`src/rtl/uart_tx_word.sv`:
```
// Word-oriented 8N1 UART transmitter: a small FIFO of 32-bit words, each sent
// as WORD_BYTES back-to-back frames, most significant byte first.
module uart_tx_word #(
    parameter int CLKS_PER_BIT = 5,
    parameter int WORD_BYTES   = 4,
    parameter int FIFO_AW      = 2
) (
    input  logic        clk,
    input  logic        xreset,
    input  logic [31:0] send_data,
    input  logic        send_enable,
    output logic        rs_tx,
    output logic        full,
    output logic        busy,
    output logic        overflow
);
    localparam int DEPTH = 2 ** FIFO_AW;
    localparam int TW    = $clog2(CLKS_PER_BIT);

    localparam logic [TW-1:0] BIT_LAST  = TW'(CLKS_PER_BIT - 1);
    localparam logic [1:0]    BYTE_LAST = 2'(WORD_BYTES - 1);

    localparam logic [1:0] S_IDLE  = 2'd0;
    localparam logic [1:0] S_START = 2'd1;
    localparam logic [1:0] S_DATA  = 2'd2;
    localparam logic [1:0] S_STOP  = 2'd3;

    logic [31:0]        mem [DEPTH];
    logic [FIFO_AW-1:0] wr_ptr, rd_ptr;
    logic [FIFO_AW:0]   count;
    logic [1:0]         state;
    logic [TW-1:0]      bit_cnt;
    logic [2:0]         bit_idx;
    logic [1:0]         byte_idx;
    logic [31:0]        word;
    logic [7:0]         cur_byte;
    logic               bit_end, fifo_ne, pop, push;

    assign fifo_ne  = (count != '0);
    assign bit_end  = (bit_cnt == BIT_LAST);
    // The next word is fetched either from idle or straight out of the last stop bit,
    // so a queued word never leaves an idle gap on the line.
    assign pop      = fifo_ne && ((state == S_IDLE) ||
                                  (state == S_STOP && bit_end && byte_idx == 2'd0));
    assign push     = send_enable && (!full || pop);
    assign full     = (count == (FIFO_AW+1)'(DEPTH));
    assign busy     = (state != S_IDLE) || fifo_ne;
    assign cur_byte = word[{byte_idx, 3'b000} +: 8];

    always_ff @(posedge clk) begin
        if (push) mem[wr_ptr] <= send_data;
    end

    always_ff @(posedge clk or negedge xreset) begin
        if (!xreset) begin
            wr_ptr   <= '0;
            rd_ptr   <= '0;
            count    <= '0;
            overflow <= 1'b0;
        end else begin
            if (push) wr_ptr <= wr_ptr + 1'b1;
            if (pop)  rd_ptr <= rd_ptr + 1'b1;
            if (send_enable && !push) overflow <= 1'b1;
            case ({push, pop})
                2'b10:   count <= count + 1'b1;
                2'b01:   count <= count - 1'b1;
                default: count <= count;
            endcase
        end
    end

    always_ff @(posedge clk or negedge xreset) begin
        if (!xreset) begin
            state    <= S_IDLE;
            bit_cnt  <= '0;
            bit_idx  <= '0;
            byte_idx <= '0;
            word     <= '0;
            rs_tx    <= 1'b1;
        end else begin
            bit_cnt <= bit_end ? '0 : bit_cnt + 1'b1;
            case (state)
                S_IDLE: begin
                    bit_cnt <= '0;
                    if (pop) begin
                        word     <= mem[rd_ptr];
                        byte_idx <= BYTE_LAST;
                        state    <= S_START;
                        rs_tx    <= 1'b0;
                    end
                end
                S_START: if (bit_end) begin
                    state   <= S_DATA;
                    bit_idx <= '0;
                    rs_tx   <= cur_byte[0];
                end
                S_DATA: if (bit_end) begin
                    if (bit_idx == 3'd7) begin
                        state <= S_STOP;
                        rs_tx <= 1'b1;
                    end else begin
                        bit_idx <= bit_idx + 3'd1;
                        rs_tx   <= cur_byte[bit_idx + 3'd1];
                    end
                end
                S_STOP: if (bit_end) begin
                    if (byte_idx != 2'd0) begin
                        byte_idx <= byte_idx - 2'd1;
                        state    <= S_START;
                        rs_tx    <= 1'b0;
                    end else if (pop) begin
                        word     <= mem[rd_ptr];
                        byte_idx <= BYTE_LAST;
                        state    <= S_START;
                        rs_tx    <= 1'b0;
                    end else begin
                        state <= S_IDLE;
                        rs_tx <= 1'b1;
                    end
                end
                default: state <= S_IDLE;
            endcase
        end
    end
endmodule

```
`config.mk`:
```
export PLATFORM = sky130hd
export DESIGN_NAME = uart_tx_word
export DESIGN_NICKNAME = d
export VERILOG_FILES = /design/src/rtl/uart_tx_word.sv
export SDC_FILE = /design/constraint.sdc
export NUM_CORES = 1
export LEC_CHECK = 0
export CAP_MARGIN = 25
export CORE_MARGIN = 1
export CORE_UTILIZATION = 60
export DETAILED_ROUTE_END_ITERATION = 8
export PLACE_DENSITY = 0.8
export SLEW_MARGIN = 20
export SYNTH_ARGS = -nofsm -noshare
export SYNTH_HDL_FRONTEND = slang
export SYNTH_SLANG_ARGS = --single-unit
```
`constraint.sdc`:
```
create_clock -name clk -period 5.5 [get_ports clk]
set_input_delay 1.375 -clock clk [delete_from_list [all_inputs] [get_ports clk]]
set_output_delay 1.375 -clock clk [all_outputs]
set_load 0.01 [all_outputs]
```
=== After elaboration in Yosys (flattened, before gate mapping) ===
Memory sizes are Yosys's and may differ from the RTL's.
Index checks and enable logic that the tools add are counted.

* Add/subtract/negate cells: 7
* $lt $le $gt $ge: 1
* Equal/unequal tests: 15
* Shifts and indexed selects: 1
* Mux-type cells: 35
* Reductions and logical operators: 23

{| class="wikitable"
|+ Operator list
! kind !! number
|-
| 2-to-1 mux 32 bit || 3
|-
| case mux 32 bit (2 select lines) || 1
|-
| indexed part select 32 x 6 -> 8 bit || 1
|-
| 2-to-1 mux 2 bit || 8
|-
| 2-to-1 mux 3 bit || 5
|-
| inequality test 2 bit (second input constant) || 7
|-
| 2-to-1 mux 1 bit || 12
|-
| case mux 3 bit (2 select lines) || 2
|-
| nonzero test 2 bit || 5
|-
| adder 3 x 1 -> 3 bit (second input constant) || 3
|-
| equality test 3 bit (second input constant) || 3
|-
| case mux 2 bit (4 select lines) || 1
|-
| AND reduction 4 bit || 2
|-
| equality test 2 bit (second input constant) || 3
|-
| logical AND 1 bit || 5
|-
| AND reduction 5 bit || 1
|-
| adder 2 x 1 -> 2 bit (second input constant) || 2
|-
| equality test 2 x 1 -> 1 bit (second input constant) || 2
|-
| logical NOT 2 bit || 2
|-
| < comparator 3 x 4 -> 1 bit (second input constant) || 1
|-
| case mux 1 bit (4 select lines) || 1
|-
| case mux 2 bit (2 select lines) || 1
|-
| binary-select mux 1 bit (select 3 bit) || 1
|-
| logical OR 1 bit || 3
|-
| other kinds (6) || 7
|}

* Bits in registers: 51
* RAM bits: 128
* Output and inout bits: 4
* Word-level logic and storage cells: 93
* Memories kept: 1

{| class="wikitable"
|+ Memory list
! name !! words !! bits a word !! rd ports !! clocked after Yosys merged registers in !! wr ports !! RTL line !! RTL
|-
| mem || 4 || 32 || 1 || 0 || 1 || 28 || <nowiki>logic [31:0] mem [DEPTH];</nowiki>
|}

=== Logic depth before layout (Yosys ltp) ===
Gate-level depths: netlist of the first run.

* Depth in word-level cells: 9
* Mapped depth: 11
* Mapped depth without buffers: 10

=== Worst setup path before layout of the first run ===
OpenSTA, ideal clock, no wires.

* Kind: register to output
* Start point: register state[0]
* End point: output busy
* Data arrival time: 1.379 ns
* Data required time: 4.125 ns
* Setup slack: 2.746 ns
* Stages on the path, launching flop included: 4
* Buffers on the path: 0
* Cells stage by stage: dfrtp_1 > inv_1 > ha_1 > or4b_2

* Word-level cells in the longest chain between the ends: 2

{| class="wikitable"
|+ RTL lines
! item !! RTL line !! RTL
|-
| start, declared || 31 || <nowiki>logic [1:0] state;</nowiki>
|-
| start signal, assigned || 74 || <nowiki>state <= S_IDLE;</nowiki>
|-
| start signal, assigned || 88 || <nowiki>state <= S_START;</nowiki>
|-
| start signal, assigned || 93 || <nowiki>state <= S_DATA;</nowiki>
|-
| nonzero test 2 bit || 47 || <nowiki>assign busy = (state != S_IDLE) || fifo_ne;</nowiki>
|-
| logical OR 1 bit || 47 ||
|-
| end, declared || 14 || <nowiki>output logic busy,</nowiki>
|}

No other way between the ends.

=== Worst setup path after layout of the first run ===
Same ends and word-level chain as after synthesis.

==> impl_results.md, run 1 <==
- Status: complete, no violations
- DR pass1 iterations: 4
- Filler Cell Count: 752
- Initial antenna violation count: 0
- Placeable Area: 0.0120 mm²
- Setup Buffers After CTS: 0
- Final Max Slew Viols: 0
- Share of layout cells above drive strength 1: 0.264
- CTS resizes: 0
- Detail Route Antenna Nets: 0
- Nets@finish: 494
- Yosys warns: 0
- Area after DPL: between 0.007 and 0.008 mm²
- IO Pins: 39
- DRC errors left: 0
- Worst-path clk slew: ~60 ps
- GRT Util Overall: 0.222
- Row count: 40
- Die area: 0.0127 mm²
- Post-Syn Area: approximately 0.0074 mm²
- Worst Setup Path Type: reg2out
- Yosys reg bits: about 180
- Post-DP HPWL: roughly 7300 µm
- Final hold vios: 0
- Final Skew: between 9 and 10 ps
- Largest net degree at the start of global routing: 52
- Largest stage delay on the critical path: 670 ps
- PD cells: 378 mW/mm²
- Antenna cells: 0
- WP data required: 4120 ps
- Max Cap Violations: 0
- First-pass GRT wire length: 20,500 µm
- Sink Count: between 150 and 200
- Biggest area consumer among synthesized cells: edfxtp_1
- CTS Root Cell: clkbuf_16
- Layout Cells excl Fill: 605
- Hold WC Path Type: reg2reg
- P_leak: 2.98 nW
- Vias in the first global route: between 3,000 and 4,000
- Max VDD drop: roughly 340 µV
- Most instantiated cells after synthesis: edfxtp_1 (128), dfrtp_1 (50), mux2_2 (39)
- Arrival time worst endpoint: ~2400 ps
- Count leader, synth: edfxtp_1
- Overall via count from detail_route: between 3,000 and 4,000
- CP Cell Sequence: inv_1, ha_1, or4b_2, clkdlybuf4s50_1
- Async S/R FF share, synth: 0.285
- Footprint of the multi-input gates: between 0.002 and 0.0025 mm²
- Max_slew headroom: 0.434
- Final core occ: 0.701
- DIE WIDTH: between 100 and 150 µm
- Syn avg cell area: between 15 and 20 µm²
- Grt ovf: 0
- Cell count after placement: 573
- Register cell area after layout: about 0.005 mm²
- Max clock buf depth: 2
- Routability cong.: between 0.8 and 0.9
- CTS buffer count: 17
- Routed wire length: 12,300 µm
- CTS tree: yes
- Worst setup EP type: primary output
- Starting Density: 0.615
- Syn Nets: around 450
- Crit start category: flip-flop
- Initial DRC Count: between 200 and 300
- Clk Latency, worst-skew pair: 430 ps
- Port-buffer cells: 38
- Tightest Pin Transition: 849 ps
- Main flop type after synthesis: edfxtp_1
- Synth top area share: 0.523
- Setup TNS Final: 0 ps
- Area Growth Syn to Fin: 14.1%
- FMAX: 0.263 GHz
- Count of final setup violators: 0
- EDFF count, synth: around 130
- Count of mapped cells out of synthesis: 398
- Synth area leaders: edfxtp_1 (52%), dfrtp_1 (17%), mux4_2 (10%), mux2_2 (6.0%), ha_1 (2.2%)
- Period utilisation layout: 0.690
- CTS Hold Bufs: 0
- Vias per cell: just over 6
- Register area share after synthesis: 0.696
- Final design area excluding fillers: 0.00839 mm²
- Routed len/inst: roughly 20 µm
- H-tree depth: 4
- Unrepaired setup endpoints after global routing: no
- Cell variety after synth: between 50 and 60
- Die H: 113 µm
- Maximum fanout along the worst path: 5
- Tmin final: about 3800 ps
- Slowest stage cell, crit path: or4b_2
-- cells by family (layout without fill, tap and decap cells) --
family,after synthesis,count (layout),synth area share
DFF,179,179,0.696
muxes,77,77,0.169
and+or+nand+nor,47,47,0.0378
AOI/OAI and AO/OA,45,45,0.0448
buffers and inverters,31,91,0.0216
adders and majority gates,14,14,0.0248
xor gates and xnor gates,5,5,0.00596
-- stage by stage --
step	hold WS, ps	power, mW	setup WS, ps
floorplan	429	1.96	2750
global placement	447	2.10	2220
detailed placement	449	2.12	2160
CTS	457	3.20	1690
global route	487	3.30	1600
finish	454	3.17	1700
-- state kept, by name, indices dropped and copies added, names as in the netlist --
signal,count
overflow,1
count,3
state,2
word,32
bit_idx,3
mem,128
byte_idx,2
rs_tx,1
wr_ptr,2
bit_cnt,3
rd_ptr,2
-- final timing paths --
kind | end | slack, ps | startpoint | cells after the start
setup reg to reg | word[14]$_DFFE_PN0P_ | 2980 | byte_idx[0]$_DFFE_PN0P_ | 4
hold / removal | bit_cnt[0]$_DFF_PN0_ | 450 | bit_cnt[0]$_DFF_PN0_ | 1
min in group asynchronous | bit_cnt[1]$_DFF_PN0_ | 1060 | xreset | 2
hold reg to reg | bit_cnt[0]$_DFF_PN0_ | 450 | bit_cnt[0]$_DFF_PN0_ | 1
setup / recovery | busy | 1700 | state[0]$_DFFE_PN0P_ | 4
max in group asynchronous | rd_ptr[1]$_DFFE_PN0P_ | 3940 | xreset | 2
-- power by group --
part	leakage (nW)	internal (mW)	switching [mW]	total, mW
Clock	0.255	0.594	0.493	1.09
Combinational	0.981	0.146	0.207	0.352
Sequential	1.74	1.68	0.0552	1.73
-- worst max-delay path, delay by kind of cell (launching register included) --
| kind | cells | cell delay (ps) |
|---|---|---|
| fa+ha+maj | 1 | 270 |
| buf+inv | 2 | 660 |
| flops | 1 | 400 |
| simple gates | 1 | 670 |
-- layout make-up --
type,instances,share of cell area
sequential,179,0.611
clock inverter,10,0.00925
multi-input combinational,188,0.247
inverter,15,0.00671
timing repair buffer,44,0.0501
tap,147,0.0219
clock buffer,22,0.0541
-- placed cells by master (no fill, tap or decap), types with 2 or more instances in the layout --
cell,n
o22ai_1,5
clkinv_2,2
a21oi_1,6
nor2b_1,7
inv_6,3
mux2_1,2
clkinv_4,3
o21ai_0,10
and3_1,4
buf_4,6
dfrtp_1,48
inv_1,15
dfrtp_2,2
and2_1,2
nor3_1,2
edfxtp_1,128
nor4_1,3
a22o_1,5
mux2_2,39
ha_1,13
mux4_2,33
clkbuf_16,17
clkdlybuf4s50_1,37
nand2_1,10
nor2_1,7
nand2b_1,2
clkinvlp_4,2
xnor2_1,4
mux2i_1,2
a2111oi_0,6
clkbuf_1,4
-- layer usage --
metal / track usage / routed length, µm / vias up / share of wire
met1: 0.291 / 5340 / 1902 / 0.43
met4: 0.0818 / 232 / 0 / 0.019
met5: 0 / 0 / - / 0
met3: 0.0696 / 508 / 21 / 0.041
met2: 0.356 / 6250 / 94 / 0.51
li1: - / - / 1665 / -
Power figures use the tool's default switching activity.
==> inputs of run 2 (changes only) <==
CORE_UTILIZATION = 59   (was 60)
PLACE_DENSITY = 0.79   (was 0.8)
clock period = 3.9 ns   (was 5.5 ns; I/O delays follow)
==> impl_results.md, run 2 (synthesis gave the netlist of run 1 again) <==
- Die H: approximately 110 µm
- CP startpoint: state[0]$_DFFE_PN0P_
- Starting Density: 0.610
- CTS tree: yes
- Met2 Track Usage GR: 0.376
- Routed wire length: roughly 13,000 µm
- Sw Ratio: 0.225
- Clock power frac: 0.345
- CTS resizes: 0
- Setup TNS Final: 0 ps
- GR peak layer: met2
- Detail Route Antenna Nets: 0
- DR pass1 iterations: 4
- Final Skew: around 6.5 ps
- DIE WIDTH: ~110 µm
- Worst Setup Path Type: reg2out
- Vias in the first global route: roughly 4,000
- Met3 Use GR: 0.0542
- Most common cell after layout, fill and taps aside: edfxtp_1
- Layout Cells excl Fill: between 600 and 700
- Initial antenna violation count: 0
- Max Cap Violations: 0
- Crit path capture: busy
- R2r endpoint: word[29]$_DFFE_PN0P_
- CTS Root Cell: clkbuf_16
- Commonest non-fill, non-tap cells in the layout: edfxtp_1 (128), dfrtp_1 (48), mux2_2 (39)
- Max reg flops: approximately 130
- Routed len/inst: ~20 µm
- Share of layout cells above drive strength 1: 0.255
- Port-buffer cells: 38
- Routability cong.: approximately 0.8
- Row count: 40
- PD cells: about 530 mW/mm²
- Final Max Slew Viols: 0
- Reg2Reg Depth: 4
- GRT Util Overall: 0.226
- Sink Count: about 180
- Largest net degree at the start of global routing: 38
- H-tree depth: 4
- Initial DRC Count: between 200 and 250
- Max clock buf depth: 2
- Post-DP HPWL: 7840 µm
- Grt ovf: 0
- Area Growth Syn to Fin: 14.7%
- Clk Latency, worst-skew pair: 420 ps
- P_int: roughly 3.5 mW
- Setup Buffers After CTS: 0
- WP data required: ~2900 ps
- Logic pwr share: 0.111
- NetSw: 1.01 mW
- Overall via count from detail_route: approximately 3,600
- Period utilisation layout: 0.870
- Crit start category: flip-flop
- FMAX: approximately 0.3 GHz
- Maximum fanout along the worst path: 5
- Tmin final: approximately 3400 ps
- Global routing usage on met1: 0.283
- Part of the power in registers: 0.544
- Unrepaired setup endpoints after global routing: no
- Top reg by flops: mem
- Worst reg2reg startpoint: byte_idx[0]$_DFFE_PN0P_
- Cell count after placement: 594
- R2r setup slk: approximately 1400 ps
- Nets@finish: just under 500
- Arrival time worst endpoint: 2420 ps
- CTS Hold Bufs: 0
- Status: complete, no violations
- Top flop regs: mem x128, word x32
- Vias per cell: slightly below 6
- CTS buffer count: 17
- First-pass GRT wire length: around 21,000 µm
- DRC errors left: 0
- Final hold vios: 0
- Max VDD drop: 302 µV
- Die area: ~0.013 mm²
- IO Pins: 39
- Placeable Area: around 0.012 mm²
- Antenna cells: 0
- Filler Cell Count: 769
- P_leak: roughly 3 nW
- Tightest Pin Transition: 909 ps
- Max_slew headroom: 0.394
- Count of final setup violators: 0
- Worst-path clk slew: 60 ps
- Worst setup EP type: primary output
- Hold WC Path Type: in2async
## run 2: cell type report
class,instances,area (µm²),area share
flip-flops and latches,179,5120,0.608
multi-input cells,188,2070,0.246
clock inverters,4,20.0,0.00237
clock buffers,28,528,0.0626
inverters,15,56.3,0.00668
repair buffers,44,420,0.0499
well taps,168,210,0.0249
## run 2: how the worst min path moves through the flow
stage | slack [ps] | startpoint | depth (start not counted) | end
floorplan | 430 | bit_cnt[0]$_DFF_PN0_ | 1 | bit_cnt[0]$_DFF_PN0_
global placement | 450 | bit_cnt[0]$_DFF_PN0_ | 1 | bit_cnt[0]$_DFF_PN0_
detailed placement | 460 | bit_cnt[0]$_DFF_PN0_ | 1 | bit_cnt[0]$_DFF_PN0_
CTS | 440 | xreset | 1 | bit_cnt[0]$_DFF_PN0_
global route | 460 | xreset | 1 | state[0]$_DFFE_PN0P_
finish | 450 | xreset | 1 | state[0]$_DFFE_PN0P_
## run 2: worst max-delay path, stage by stage, from the launching register on
cell and delay, ps:
dfrtp_1 400, inv_1 150, ha_1 270, or4b_2 660, clkdlybuf4s50_1 510
## run 2: power by group through the flow
stage | combinational, mW | sequential, mW | clock, mW
final | 0.500 | 2.45 | 1.55
after global routing | 0.550 | 2.47 | 1.66
after CTS | 0.511 | 2.45 | 1.59
after detailed placement | 0.508 | 2.49 | 0
after global placement | 0.496 | 2.47 | 0
after floorplan | 0.299 | 2.46 | 0
## run 2: per-layer routing
metal  vias to the layer above  wire length [µm]
met2                        82              6630
met3                        23               428
met4                         0               332
met5                         -                 0
met1                      1864              5320
li1                       1665                 -
## run 2: stage by stage
stage / hold WS (ps) / util / cell area (µm²) / power [mW] / worst slack [ps]
2_1_floorplan: 429 / - / 7350 / 2.76 / 1410
3_3_place_gp: 446 / 0.654 / 7880 / 2.96 / 1030
3_5_place_dp: 456 / 0.654 / 7880 / 3.00 / 950
4_1_cts: 442 / 0.699 / 8430 / 4.55 / 491
5_1_grt: 455 / 0.699 / 8430 / 4.68 / 424
6_report: 453 / 0.699 / 8430 / 4.50 / 508
==> inputs of run 3 (changes only) <==
clock period = 3.6 ns   (was 3.9 ns; I/O delays follow)
==> impl_results.md, run 3 (synthesis gave the netlist of run 1 again) <==
- Status: complete, no violations
- Final Max Slew Viols: 0
- Arrival time worst endpoint: between 2000 and 2500 ps
- Routed len/inst: between 15 and 20 µm
- Die area: between 0.01 and 0.015 mm²
- Clock power frac: 0.330
- Setup Buffers After CTS: 0
- Area Growth Syn to Fin: 14.1%
- Share of layout cells above drive strength 1: 0.255
- H-tree depth: 4
- DIE WIDTH: 114 µm
- Antenna cells: 0
- WP data required: 2700 ps
- Routed wire length: 12,400 µm
- GRT Util Overall: 0.220
- Initial DRC Count: 242
- Die H: around 110 µm
- Layout Cells excl Fill: around 630
- Worst reg2reg startpoint: byte_idx[0]$_DFFE_PN0P_
- Hold WC Path Type: reg2reg
- Hold Slack: about 460 ps
- CTS Root Cell: clkbuf_16
- Commonest non-fill, non-tap cells in the layout: edfxtp_1 (128), dfrtp_1 (49), mux2_2 (39)
- Tightest Pin Transition: around 800 ps
- IO Pins: 39
- R2r setup slk: 1070 ps
- Overall via count from detail_route: roughly 3,600
- NetSw: approximately 1.1 mW
- Routability cong.: 0.781
- DRC errors left: 0
- R2r endpoint: word[18]$_DFFE_PN0P_
- Logic pwr share: 0.113
- Final Skew: between 8 and 9 ps
- Setup TNS Final: 0 ps
- Most common cell after layout, fill and taps aside: edfxtp_1
- Max_slew headroom: 0.450
- Nets@finish: between 400 and 500
- PD cells: between 500 and 600 mW/mm²
- Top flop regs: mem x128, word x32
- CP Cell Sequence: inv_1, ha_1, or4b_2, clkdlybuf4s50_1
- Clk Latency, worst-skew pair: between 400 and 500 ps
- Setup WS pre-CTS: ~710 ps
- Final setup margin: 264 ps
- CTS resizes: 0
- WHS Path Cells: 1
- Cell count after placement: 595
- Initial antenna violation count: 0
- Port-buffer cells: 38
- Hold EP: bit_cnt[0]$_DFF_PN0_
- Top reg by flops: mem
- Footprint of the multi-input gates: ~0.0021 mm²
- Count of final setup violators: 0
- Sink Count: ~180
- Filler Cell Count: around 790
- Part of the power in registers: 0.557
- CTS Hold Bufs: 0
- CTS buffer count: 17
- Worst-path clk slew: 70 ps
- First-pass GRT wire length: between 20,000 and 25,000 µm
- Largest net degree at the start of global routing: 33
- Tmin final: around 3300 ps
- Detail Route Antenna Nets: 0
- Slowest stage cell, crit path: or4b_2
- CP top delay family: buffers and inverters
- Largest stage delay on the critical path: 670 ps
- Vias in the first global route: about 3,900
- Max clock buf depth: 2
- P_int: about 3.6 mW
- Sw Ratio: 0.234
- Placeable Area: approximately 0.012 mm²
- Reg2Reg Depth: 4
- Vias per cell: 5.81
- Hold Startpoint: bit_cnt[0]$_DFF_PN0_
- CTS tree: yes
- Max Cap Violations: 0
- Worst setup EP type: primary output
- Grt ovf: 0
- Crit start category: flip-flop
- Max VDD drop: 390 µV
- Final hold vios: 0
- Post-DP HPWL: between 7000 and 8000 µm
- Unrepaired setup endpoints after global routing: no
- Period utilisation layout: 0.927
- Starting Density: 0.610
- Worst Setup Path Type: reg2out
- P_leak: between 2 and 3 nW
- Max reg flops: between 100 and 150
- Power consumption: roughly 4.8 mW
- Maximum fanout along the worst path: 5
- Worst path buffer plus inverter count: 2
- DR pass1 iterations: 5
- Row count: 40
- FMAX: 0.300 GHz
- Register cell area after layout: slightly above 0.005 mm²
==> run 3: cell types whose count changed in the layout (fill, tap and decap cells not counted), sizes merged <==
cell / change
buf: +1
clkinv: +8
clkbuf: -10
clkinvlp: +2
==> run 3: how the worst max path moves through the flow <==
stage,cells past startpoint,from,endpoint
2_1_floorplan,4,state[1]$_DFFE_PN0P_,mem[1][0]$_DFFE_PP_
3_3_place_gp,4,state[0]$_DFFE_PN0P_,busy
3_5_place_dp,4,state[0]$_DFFE_PN0P_,busy
4_1_cts,4,state[0]$_DFFE_PN0P_,busy
5_1_grt,4,state[0]$_DFFE_PN0P_,busy
6_report,4,state[0]$_DFFE_PN0P_,busy
==> run 3: worst register-to-register path, delay by kind of cell, from the launching register on <==
family | cells | cell delay, ps
multiplexers | 1 | 450
AO/OA/AOI/OAI | 1 | 680
flip-flops | 1 | 640
AND/OR/NAND/NOR | 2 | 630
==> run 3: through the flow <==
| stage | util | instance area [µm²] |
|---|---|---|
| 2_1_floorplan | - | 7350 |
| 3_3_place_gp | 0.654 | 7890 |
| 3_5_place_dp | 0.654 | 7890 |
| 4_1_cts | 0.696 | 8390 |
| 5_1_grt | 0.696 | 8390 |
| 6_report | 0.696 | 8390 |
==> run 3: layout make-up <==
type / count / share of cell area
Inverter: 15 / 0.00671
Sequential cell: 179 / 0.610
Clock inverter: 14 / 0.00865
Multi-Input combinational cell: 188 / 0.247
Tap cell: 168 / 0.0250
Clock buffer: 18 / 0.0511
Timing Repair Buffer: 45 / 0.0510
==> run 3: routing by layer <==
layer	global-route usage	vias up	share of wire
met5	0	-	0
met4	0.108	0	0.021
met3	0.0457	21	0.039
met2	0.359	89	0.52
met1	0.284	1865	0.42
li1	-	1669	-
==> run 3: power groups by stage <==
stage	Sequential, mW	Clock, mW	Combinational, mW
4_1_cts	2.66	1.60	0.559
3_3_place_gp	2.67	0	0.537
2_1_floorplan	2.67	0	0.323
6_report	2.65	1.57	0.540
3_5_place_dp	2.69	0	0.556
5_1_grt	2.68	1.67	0.594
